--- src/rtl/pc_sequencer_if.sv ---
// ---------------------------------------------------------------------------
// pc_sequencer_if
// Bundles every non-clock, non-reset signal of the KGP-miniRISC instruction
// sequencer into one interface.
//   master modport : the sequencer side. It receives start, the memory ready
//                    handshakes, the decoder controls, alu_result and alu_flags.
//                    It drives pc, the memory request strobes, reg_we, flags,
//                    halted, state and retired.
//   slave modport  : the surrounding datapath and memories, or a testbench.
//                    Same signals with the directions reversed.
// ---------------------------------------------------------------------------
interface pc_sequencer_if;
    logic        start;
    logic        imem_ready;
    logic        dmem_ready;
    logic        is_halt;
    logic        is_mem;
    logic        is_store;
    logic        writes_reg;
    logic        set_flags;
    logic        unconditional;
    logic [2:0]  conditional;
    logic        ad_sel;
    logic [31:0] jump_addr;
    logic [31:0] alu_result;
    logic [2:0]  alu_flags;

    logic [31:0] pc;
    logic        imem_req;
    logic        ir_load;
    logic        dmem_req;
    logic        dmem_we;
    logic        reg_we;
    logic [2:0]  flags;
    logic        halted;
    logic [2:0]  state;
    logic [31:0] retired;

    modport master (
        input  start, imem_ready, dmem_ready, is_halt, is_mem, is_store,
               writes_reg, set_flags, unconditional, conditional, ad_sel,
               jump_addr, alu_result, alu_flags,
        output pc, imem_req, ir_load, dmem_req, dmem_we, reg_we, flags,
               halted, state, retired
    );

    modport slave (
        output start, imem_ready, dmem_ready, is_halt, is_mem, is_store,
               writes_reg, set_flags, unconditional, conditional, ad_sel,
               jump_addr, alu_result, alu_flags,
        input  pc, imem_req, ir_load, dmem_req, dmem_we, reg_we, flags,
               halted, state, retired
    );
endinterface

--- src/rtl/pc_sequencer.sv ---
// ---------------------------------------------------------------------------
// pc_sequencer
// Multi-cycle instruction sequencer for KGP-miniRISC. It owns the program
// counter, the {carry, zero, sign} flag register, the retired-instruction
// counter and the FETCH/DECODE/EXEC/MEM/WB state machine. It resolves
// branches and drives the memory and register-file strobes.
// Ports:
//   clk   : system clock, rising edge
//   rst_n : synchronous active-low reset
//   bus   : pc_sequencer_if.master. It carries the start, handshake,
//           decoder and ALU inputs, and the pc, strobe, flag, halted,
//           state and retired outputs.
// ---------------------------------------------------------------------------
module pc_sequencer #(
    parameter logic [31:0] RESET_PC = 32'h0000_0000,
    parameter logic [31:0] PC_STEP  = 32'd1
) (
    input  logic           clk,
    input  logic           rst_n,
    pc_sequencer_if.master bus
);

    typedef enum logic [2:0] {
        S_IDLE   = 3'd0,
        S_FETCH  = 3'd1,
        S_DECODE = 3'd2,
        S_EXEC   = 3'd3,
        S_MEM    = 3'd4,
        S_WB     = 3'd5,
        S_HALT   = 3'd6
    } state_t;

    state_t      state_q, state_d;
    logic [31:0] pc_q, pc_d;
    logic [31:0] next_pc_q, next_pc_d;
    logic [31:0] retired_q, retired_d;
    logic [2:0]  flags_q, flags_d;
    logic        imem_req_q, imem_req_d;
    logic        dmem_req_q, dmem_req_d;
    logic        dmem_we_q, dmem_we_d;
    logic        reg_we_q, reg_we_d;
    logic        halted_q, halted_d;

    logic        cond_met;
    logic        taken;
    logic [31:0] target;

    // The branch condition uses the flags held before this instruction's
    // own flag update. The flag bit order is {carry, zero, sign}.
    always_comb begin
        cond_met = 1'b0;
        case (bus.conditional)
            3'b001:  cond_met = flags_q[1];
            3'b010:  cond_met = ~flags_q[1];
            3'b011:  cond_met = flags_q[2];
            3'b100:  cond_met = ~flags_q[2];
            3'b101:  cond_met = flags_q[0];
            default: cond_met = 1'b0;
        endcase
    end

    assign taken  = bus.unconditional | cond_met;
    assign target = bus.ad_sel ? bus.alu_result : bus.jump_addr;

    // Next-state and datapath update logic.
    // The strobes are computed from the next state so that the registered
    // copy always equals a decode of the current state.
    always_comb begin
        state_d   = state_q;
        pc_d      = pc_q;
        next_pc_d = next_pc_q;
        retired_d = retired_q;
        flags_d   = flags_q;

        case (state_q)
            S_IDLE: begin
                if (bus.start) state_d = S_FETCH;
            end
            S_FETCH: begin
                if (bus.imem_ready) state_d = S_DECODE;
            end
            S_DECODE: begin
                state_d = bus.is_halt ? S_HALT : S_EXEC;
            end
            S_EXEC: begin
                next_pc_d = taken ? target : pc_q + PC_STEP;
                if (bus.set_flags) flags_d = bus.alu_flags;
                state_d = bus.is_mem ? S_MEM : S_WB;
            end
            S_MEM: begin
                if (bus.dmem_ready) state_d = S_WB;
            end
            S_WB: begin
                pc_d      = next_pc_q;
                retired_d = retired_q + 32'd1;
                state_d   = S_FETCH;
            end
            S_HALT: begin
                state_d = S_HALT;
            end
            default: begin
                // Encoding 7 is unreachable. It falls back to IDLE.
                state_d = S_IDLE;
            end
        endcase

        imem_req_d = (state_d == S_FETCH);
        dmem_req_d = (state_d == S_MEM);
        dmem_we_d  = (state_d == S_MEM) && bus.is_store;
        reg_we_d   = (state_d == S_WB) && bus.writes_reg;
        halted_d   = (state_d == S_HALT);
    end

    // State, program counter, flags and registered strobes.
    // A synchronous reset takes priority over all other events.
    always_ff @(posedge clk) begin
        if (!rst_n) begin
            state_q    <= S_IDLE;
            pc_q       <= RESET_PC;
            next_pc_q  <= 32'd0;
            retired_q  <= 32'd0;
            flags_q    <= 3'd0;
            imem_req_q <= 1'b0;
            dmem_req_q <= 1'b0;
            dmem_we_q  <= 1'b0;
            reg_we_q   <= 1'b0;
            halted_q   <= 1'b0;
        end else begin
            state_q    <= state_d;
            pc_q       <= pc_d;
            next_pc_q  <= next_pc_d;
            retired_q  <= retired_d;
            flags_q    <= flags_d;
            imem_req_q <= imem_req_d;
            dmem_req_q <= dmem_req_d;
            dmem_we_q  <= dmem_we_d;
            reg_we_q   <= reg_we_d;
            halted_q   <= halted_d;
        end
    end

    // ir_load follows imem_ready within the same FETCH cycle.
    assign bus.ir_load  = imem_req_q & bus.imem_ready;
    assign bus.pc       = pc_q;
    assign bus.imem_req = imem_req_q;
    assign bus.dmem_req = dmem_req_q;
    assign bus.dmem_we  = dmem_we_q;
    assign bus.reg_we   = reg_we_q;
    assign bus.flags    = flags_q;
    assign bus.halted   = halted_q;
    assign bus.state    = state_q;
    assign bus.retired  = retired_q;

endmodule

--- src/flat_wrapper.sv ---
// flat-port wrapper written by rule: the top's interface ports become plain ports
module pc_sequencer_flat 
#(
    parameter logic [31:0] RESET_PC = 32'h0000_0000,
    parameter logic [31:0] PC_STEP  = 32'd1
)
  (clk, rst_n, bus_start, bus_imem_ready, bus_dmem_ready, bus_is_halt, bus_is_mem, bus_is_store, bus_writes_reg, bus_set_flags, bus_unconditional, bus_conditional, bus_ad_sel, bus_jump_addr, bus_alu_result, bus_alu_flags, bus_pc, bus_imem_req, bus_ir_load, bus_dmem_req, bus_dmem_we, bus_reg_we, bus_flags, bus_halted, bus_state, bus_retired);
  pc_sequencer_if bus_i ();
  input  logic clk;
  input  logic rst_n;
  input wire logic [$bits(bus_i.start)-1:0] bus_start;
  input wire logic [$bits(bus_i.imem_ready)-1:0] bus_imem_ready;
  input wire logic [$bits(bus_i.dmem_ready)-1:0] bus_dmem_ready;
  input wire logic [$bits(bus_i.is_halt)-1:0] bus_is_halt;
  input wire logic [$bits(bus_i.is_mem)-1:0] bus_is_mem;
  input wire logic [$bits(bus_i.is_store)-1:0] bus_is_store;
  input wire logic [$bits(bus_i.writes_reg)-1:0] bus_writes_reg;
  input wire logic [$bits(bus_i.set_flags)-1:0] bus_set_flags;
  input wire logic [$bits(bus_i.unconditional)-1:0] bus_unconditional;
  input wire logic [$bits(bus_i.conditional)-1:0] bus_conditional;
  input wire logic [$bits(bus_i.ad_sel)-1:0] bus_ad_sel;
  input wire logic [$bits(bus_i.jump_addr)-1:0] bus_jump_addr;
  input wire logic [$bits(bus_i.alu_result)-1:0] bus_alu_result;
  input wire logic [$bits(bus_i.alu_flags)-1:0] bus_alu_flags;
  output wire logic [$bits(bus_i.pc)-1:0] bus_pc;
  output wire logic [$bits(bus_i.imem_req)-1:0] bus_imem_req;
  output wire logic [$bits(bus_i.ir_load)-1:0] bus_ir_load;
  output wire logic [$bits(bus_i.dmem_req)-1:0] bus_dmem_req;
  output wire logic [$bits(bus_i.dmem_we)-1:0] bus_dmem_we;
  output wire logic [$bits(bus_i.reg_we)-1:0] bus_reg_we;
  output wire logic [$bits(bus_i.flags)-1:0] bus_flags;
  output wire logic [$bits(bus_i.halted)-1:0] bus_halted;
  output wire logic [$bits(bus_i.state)-1:0] bus_state;
  output wire logic [$bits(bus_i.retired)-1:0] bus_retired;
  assign bus_i.start = bus_start;
  assign bus_i.imem_ready = bus_imem_ready;
  assign bus_i.dmem_ready = bus_dmem_ready;
  assign bus_i.is_halt = bus_is_halt;
  assign bus_i.is_mem = bus_is_mem;
  assign bus_i.is_store = bus_is_store;
  assign bus_i.writes_reg = bus_writes_reg;
  assign bus_i.set_flags = bus_set_flags;
  assign bus_i.unconditional = bus_unconditional;
  assign bus_i.conditional = bus_conditional;
  assign bus_i.ad_sel = bus_ad_sel;
  assign bus_i.jump_addr = bus_jump_addr;
  assign bus_i.alu_result = bus_alu_result;
  assign bus_i.alu_flags = bus_alu_flags;
  assign bus_pc = bus_i.pc;
  assign bus_imem_req = bus_i.imem_req;
  assign bus_ir_load = bus_i.ir_load;
  assign bus_dmem_req = bus_i.dmem_req;
  assign bus_dmem_we = bus_i.dmem_we;
  assign bus_reg_we = bus_i.reg_we;
  assign bus_flags = bus_i.flags;
  assign bus_halted = bus_i.halted;
  assign bus_state = bus_i.state;
  assign bus_retired = bus_i.retired;
  pc_sequencer #(.RESET_PC(RESET_PC), .PC_STEP(PC_STEP)) u_core (.clk(clk), .rst_n(rst_n), .bus(bus_i));
endmodule
--- config.mk ---
export PLATFORM = sky130hd
export DESIGN_NAME = pc_sequencer_flat
export DESIGN_NICKNAME = d
export VERILOG_FILES = /design/src/rtl/pc_sequencer_if.sv /design/src/rtl/pc_sequencer.sv /design/src/flat_wrapper.sv
export SDC_FILE = /design/constraint.sdc
export NUM_CORES = 1
export LEC_CHECK = 0
export CAP_MARGIN = 20
export CORE_ASPECT_RATIO = 1.2
export CORE_MARGIN = 5
export CORE_UTILIZATION = 52
export DETAILED_ROUTE_END_ITERATION = 8
export PLACE_DENSITY = 0.86
export SYNTH_ARGS = -nofsm -noshare
export SYNTH_HDL_FRONTEND = slang
export SYNTH_SLANG_ARGS = --single-unit
--- constraint.sdc ---
create_clock -name clk -period 5.1 [get_ports clk]
set_input_delay 1.275 -clock clk [delete_from_list [all_inputs] [get_ports clk]]
set_output_delay 1.275 -clock clk [all_outputs]
set_load 0.005 [all_outputs]
# == Word level (Yosys, flattened, before mapping) ==
# Cells that the tools add are included.
# totals
regBits,107
elab_cells,44
# classes
addsub,2
n_eq_ne,15
n_mux,9
bitwise,4
reduce_logical,4
# ops
cell,n
"32-bit by 1-bit adder with 32-bit output, second input constant",2
32-bit two-way mux,2
"3-bit equality test, second input constant",8
3-bit case mux with 7 select lines,1
"3-bit by 2-bit equality test with 1-bit output, second input constant",4
3-bit two-way mux,4
"3-bit by 1-bit equality test with 1-bit output, second input constant",3
1-bit case mux with 5 select lines,1
3-bit zero test,1
1-bit logical AND,2
1-bit inverter,2
2-bit AND reduction,1
1-bit bitwise AND,1
1-bit two-way mux,1
1-bit OR,1

# == Depth between registers and ports, before layout ==
# depth
ltp_word,4
mapped_depth,7
ltp_nobuf,6

# == Worst setup path before layout ==
# OpenSTA, ideal clock, no wires.
# synth_path
kind,input-to-reg
start,input port bus_conditional[2]
end,register u_core.next_pc_q[28]
setup_ns,0.117
t_arrival_ns,2.640
required_time_ns,4.983
path_slack_ns,2.342
cell_stages,6
cell_sequence,nor2b_1 > a311oi_4 > o21a_1 > buf_2 > nand3_1 > a32o_1
# synth_via
elab_chain_len,4
elab_cells_between_ends,8
classes_between,5 x eq/ne; 2 x mux; 1 x bitwise
# synth_lines
item,line_no,text
"start, declared",flat_wrapper.sv:20,input wire logic [$bits(bus_i.conditional)-1:0] bus_conditional;
"3-bit equality test, or another cell as far along",pc_sequencer.sv:52,case (bus.conditional)
1-bit case mux with 5 select lines (*),pc_sequencer.sv:52,
1-bit OR (*),pc_sequencer.sv:62,assign taken = bus.unconditional | cond_met;
32-bit two-way mux (*),pc_sequencer.sv:86,next_pc_d = taken ? target : pc_q + PC_STEP;
"end signal, assigned",pc_sequencer.sv:131,next_pc_q <= next_pc_d;
"end, declared",pc_sequencer.sv:35,"logic [31:0] next_pc_q, next_pc_d;"
# Mark *: on every way between the ends. The rest lies on a longest branch, timed or not.
# A chain may end at the register's enable or synchronous reset.

# == Final worst setup path ==
# layout_path
start,input port bus_conditional[2]
end,register u_core.next_pc_q[12]
# Same word-level chain as after synthesis.

==> results.md <==
- Sequential share of the synthesized area: 39.3%
- Power share of the clock group: 41.8%
- Max-cap viol count: 0
- Core Util, Final: 70.8%
- # IOs: 158
- Port bufs: 157
- Die span in x: 103 um
- CP Cell Sequence: clkdlybuf4s50_1 > nor2b_1 > a311oi_4 > o21a_1 > buf_4 > nand2_1 > a32o_1
- Sequential group share of total power: 47.9%
- Drt pass-1 iters: 7
- Clk_lat worst skew: 0.34 ns
- Final hold violations: 0
- Status: completed
- Post-synth top flop: dfxtp_1
- RSZ-0062 raised after global routing: false
- Mapped cell area: 5450 um2
- Crit-path slowest cell: o21a_1
- Number of remaining DRC errors: 0
- Switch Pwr: 0.401 mW
- Synth Net Count: 759
- Area Growth Syn to Fin: 35.2%
- Post-cts sizing count: 0
- Final setup vio count: 0
- Vias in the first global route: 5624
- Overall Global Routing Usage: 25.9%
- Commonest non-fill, non-tap cell in the layout: clkdlybuf4s50_1
- CP max FO: 22
- Slew of the pin with the lowest slew margin: 0.967 ns
- First DRT Iteration DRCs: 424
- Hold_buf cts: 0
- Max incr delay on CP: 0.81 ns
- Setup ws final: 1.23 ns
- Postcts setup bufs: 0
- Worst reg-to-reg path cell count: 5
- Design area: 7380 um2
- Buf/Inv on CP: 2
- Largest delay share family, worst path: compound AO/OA/AOI/OAI gates
- Die area: 12600 um2
- Row count: 41
- GPL Wtd Cong: 0.882
- Arr. time, crit path: 4.10 ns
- Post-Route WL: 16.3 mm
- Setup total negative slack: 0 ns
- Post-synth EDFFs: 0
- Fin crit share: 75.8%
- Ys async rst share: 0%
- Synth Instances: 675
- Drt via density: 6.05
- ANT cells: 0
- Maximum vdd drop: 0.153 mV
- Comb pwr share: 10.3%
- Synth Area per Inst: 8.08 um2
- Antenna violations before repair: 0
- CTS tree: built
- First-pass GRT wire length: 26.2 mm
- Yosys reg bits: 107
- Slew HR: 35.3%
- Share of layout cells above drive strength 1: 4.94%
- Crit. End Element: flip-flop
- Largest net degree at the start of global routing: 68
- Kind of critical path: input pin to flip-flop
- DP Worst Slack: 0.935 ns
- Core area: 10400 um2
- Die extent in y: 122 um
- Fmax: 259 MHz
- Yosys warnings: 0
- Setup Skew: 0.00387 ns
- Worst Path Required: 5.34 ns
- Pins Over Slew Limit: 0
- Count of different cell masters after synthesis: 49
- HP Class: flip-flop to flip-flop
- Int Pwr: 1.38 mW
- Worst path depth: 7
- Root Driver: clkbuf_16
- H-tree depth reported by CTS: 3
- # clock sinks: 107
- Pwr per Cell Area: 242 nW/um2
- Overflow after GRT: 0
- Detailed placement HPWL: 11.6 mm
- Routed len/inst: 17.4 um
- Most frequent cells in the layout: clkdlybuf4s50_1 (156), nand2_1 (128), dfxtp_1 (107)
- NumNets Final: 890
- Static Leak: 2.48 nW
- Startpoint Class: input pin
- Worst-path clk slew: 0.07 ns
- Reg area: 2140 um2
- Overall Power: 1.78 mW
- Worst hold path cell count: 2
- Area of the multi-input gates: 3110 um2
- Switching portion of total power: 22.5%
- # fillers: 810
- Max Root-Sink Buffers: 2
- Vias: 5678
- Fin crit period: 3.87 ns
- TritonCTS Buffers: 9
- Starting Density: 52.4%
- DRT antenna net count: 0
- Placed Area: 7060 um2
## power groups by stage
stage               clock network, mW  registers (mW)  logic [mW]
floorplan                           0           0.868      0.0895
global placement                    0           0.874       0.177
detailed placement                  0           0.874       0.182
CTS                             0.749           0.855       0.182
global route                    0.789           0.856       0.197
finish                          0.746           0.855       0.184
## state kept, by name, indices dropped and copies added, names as in the netlist
register,flops
u_core.bus.dmem_we,1
u_core.bus.halted,1
u_core.next_pc_q,32
u_core.bus.flags,3
u_core.bus.state,3
u_core.bus.retired,32
u_core.bus.pc,32
u_core.bus.dmem_req,1
u_core.bus.reg_we,1
u_core.bus.imem_req,1
## layout make-up
type | count | area share [%]
sequential | 107 | 29.0
tap | 129 | 2.19
multi-input combinational | 516 | 42.1
timing repair buffer | 164 | 22.0
inverter | 8 | 0.407
clock inverter | 5 | 1.05
clock buffer | 10 | 3.24
## kinds of logic (layout without fill, tap and decap cells)
family | Yosys count | in the layout | synth area share [%]
mux | 36 | 36 | 6.86
flops | 107 | 107 | 39.3
fa+ha+maj | 2 | 2 | 0.459
compound gates | 140 | 140 | 16.9
simple gates | 299 | 299 | 26.5
xor+xnor | 39 | 39 | 6.26
buf+inv | 52 | 187 | 3.76
## per-stage QoR
step	instances	hold slack [ns]
3_3_place_gp	924	0.435
3_5_place_dp	924	0.440
2_1_floorplan	675	0.425
5_1_grt	939	0.469
6_report	939	0.454
4_1_cts	939	0.454
## worst reg2reg max path, delay by kind of cell (launching register included)
family / cells / cell delay, ns
flops: 1 / 0.60
simple gates: 4 / 2.05
compound gates: 1 / 0.23
## layer usage
metal / vias up / global-route usage (%) / share of wire [%]
li1: 2671 / - / -
met3: 47 / 5.73 / 8.0
met2: 278 / 44.9 / 51
met4: 0 / 10.9 / 3.0
met5: - / 0 / 0
met1: 2682 / 30.2 / 38
## cells in the mapped netlist, types with 6 or more instances
| master | n | area, um2 |
|---|---|---|
| a21oi_1 | 62 | 310 |
| a22o_1 | 9 | 78.8 |
| a32o_1 | 11 | 110 |
| and3_1 | 7 | 43.8 |
| and4_1 | 8 | 70.1 |
| buf_1 | 6 | 22.5 |
| buf_2 | 8 | 40.0 |
| clkbuf_1 | 30 | 113 |
| dfxtp_1 | 107 | 2140 |
| inv_1 | 8 | 30.0 |
| mux2_2 | 11 | 124 |
| mux2i_1 | 25 | 250 |
| nand2_1 | 128 | 480 |
| nand2b_1 | 7 | 43.8 |
| nand3_1 | 28 | 140 |
| nand4_1 | 19 | 119 |
| nor2_1 | 37 | 139 |
| nor3_1 | 21 | 105 |
| nor4_1 | 7 | 43.8 |
| o211ai_1 | 13 | 97.6 |
| o21ai_0 | 17 | 85.1 |
| o31ai_1 | 10 | 75.1 |
| or3_1 | 14 | 87.6 |
| xnor2_1 | 21 | 184 |
| xor2_1 | 18 | 158 |
## worst paths after layout
| path | slack, ns | from | endpoint |
|---|---|---|---|
| setup reg to reg | 2.17 | u_core.bus.state[0] | u_core.next_pc_q[31] |
| hold / removal | 0.45 | u_core.next_pc_q[27] | u_core.bus.pc[27] |
| hold reg to reg | 0.45 | u_core.next_pc_q[27] | u_core.bus.pc[27] |
| setup / recovery | 1.23 | bus_conditional[2] | u_core.next_pc_q[12] |
No activity file was read; power rests on OpenSTA's default activity.
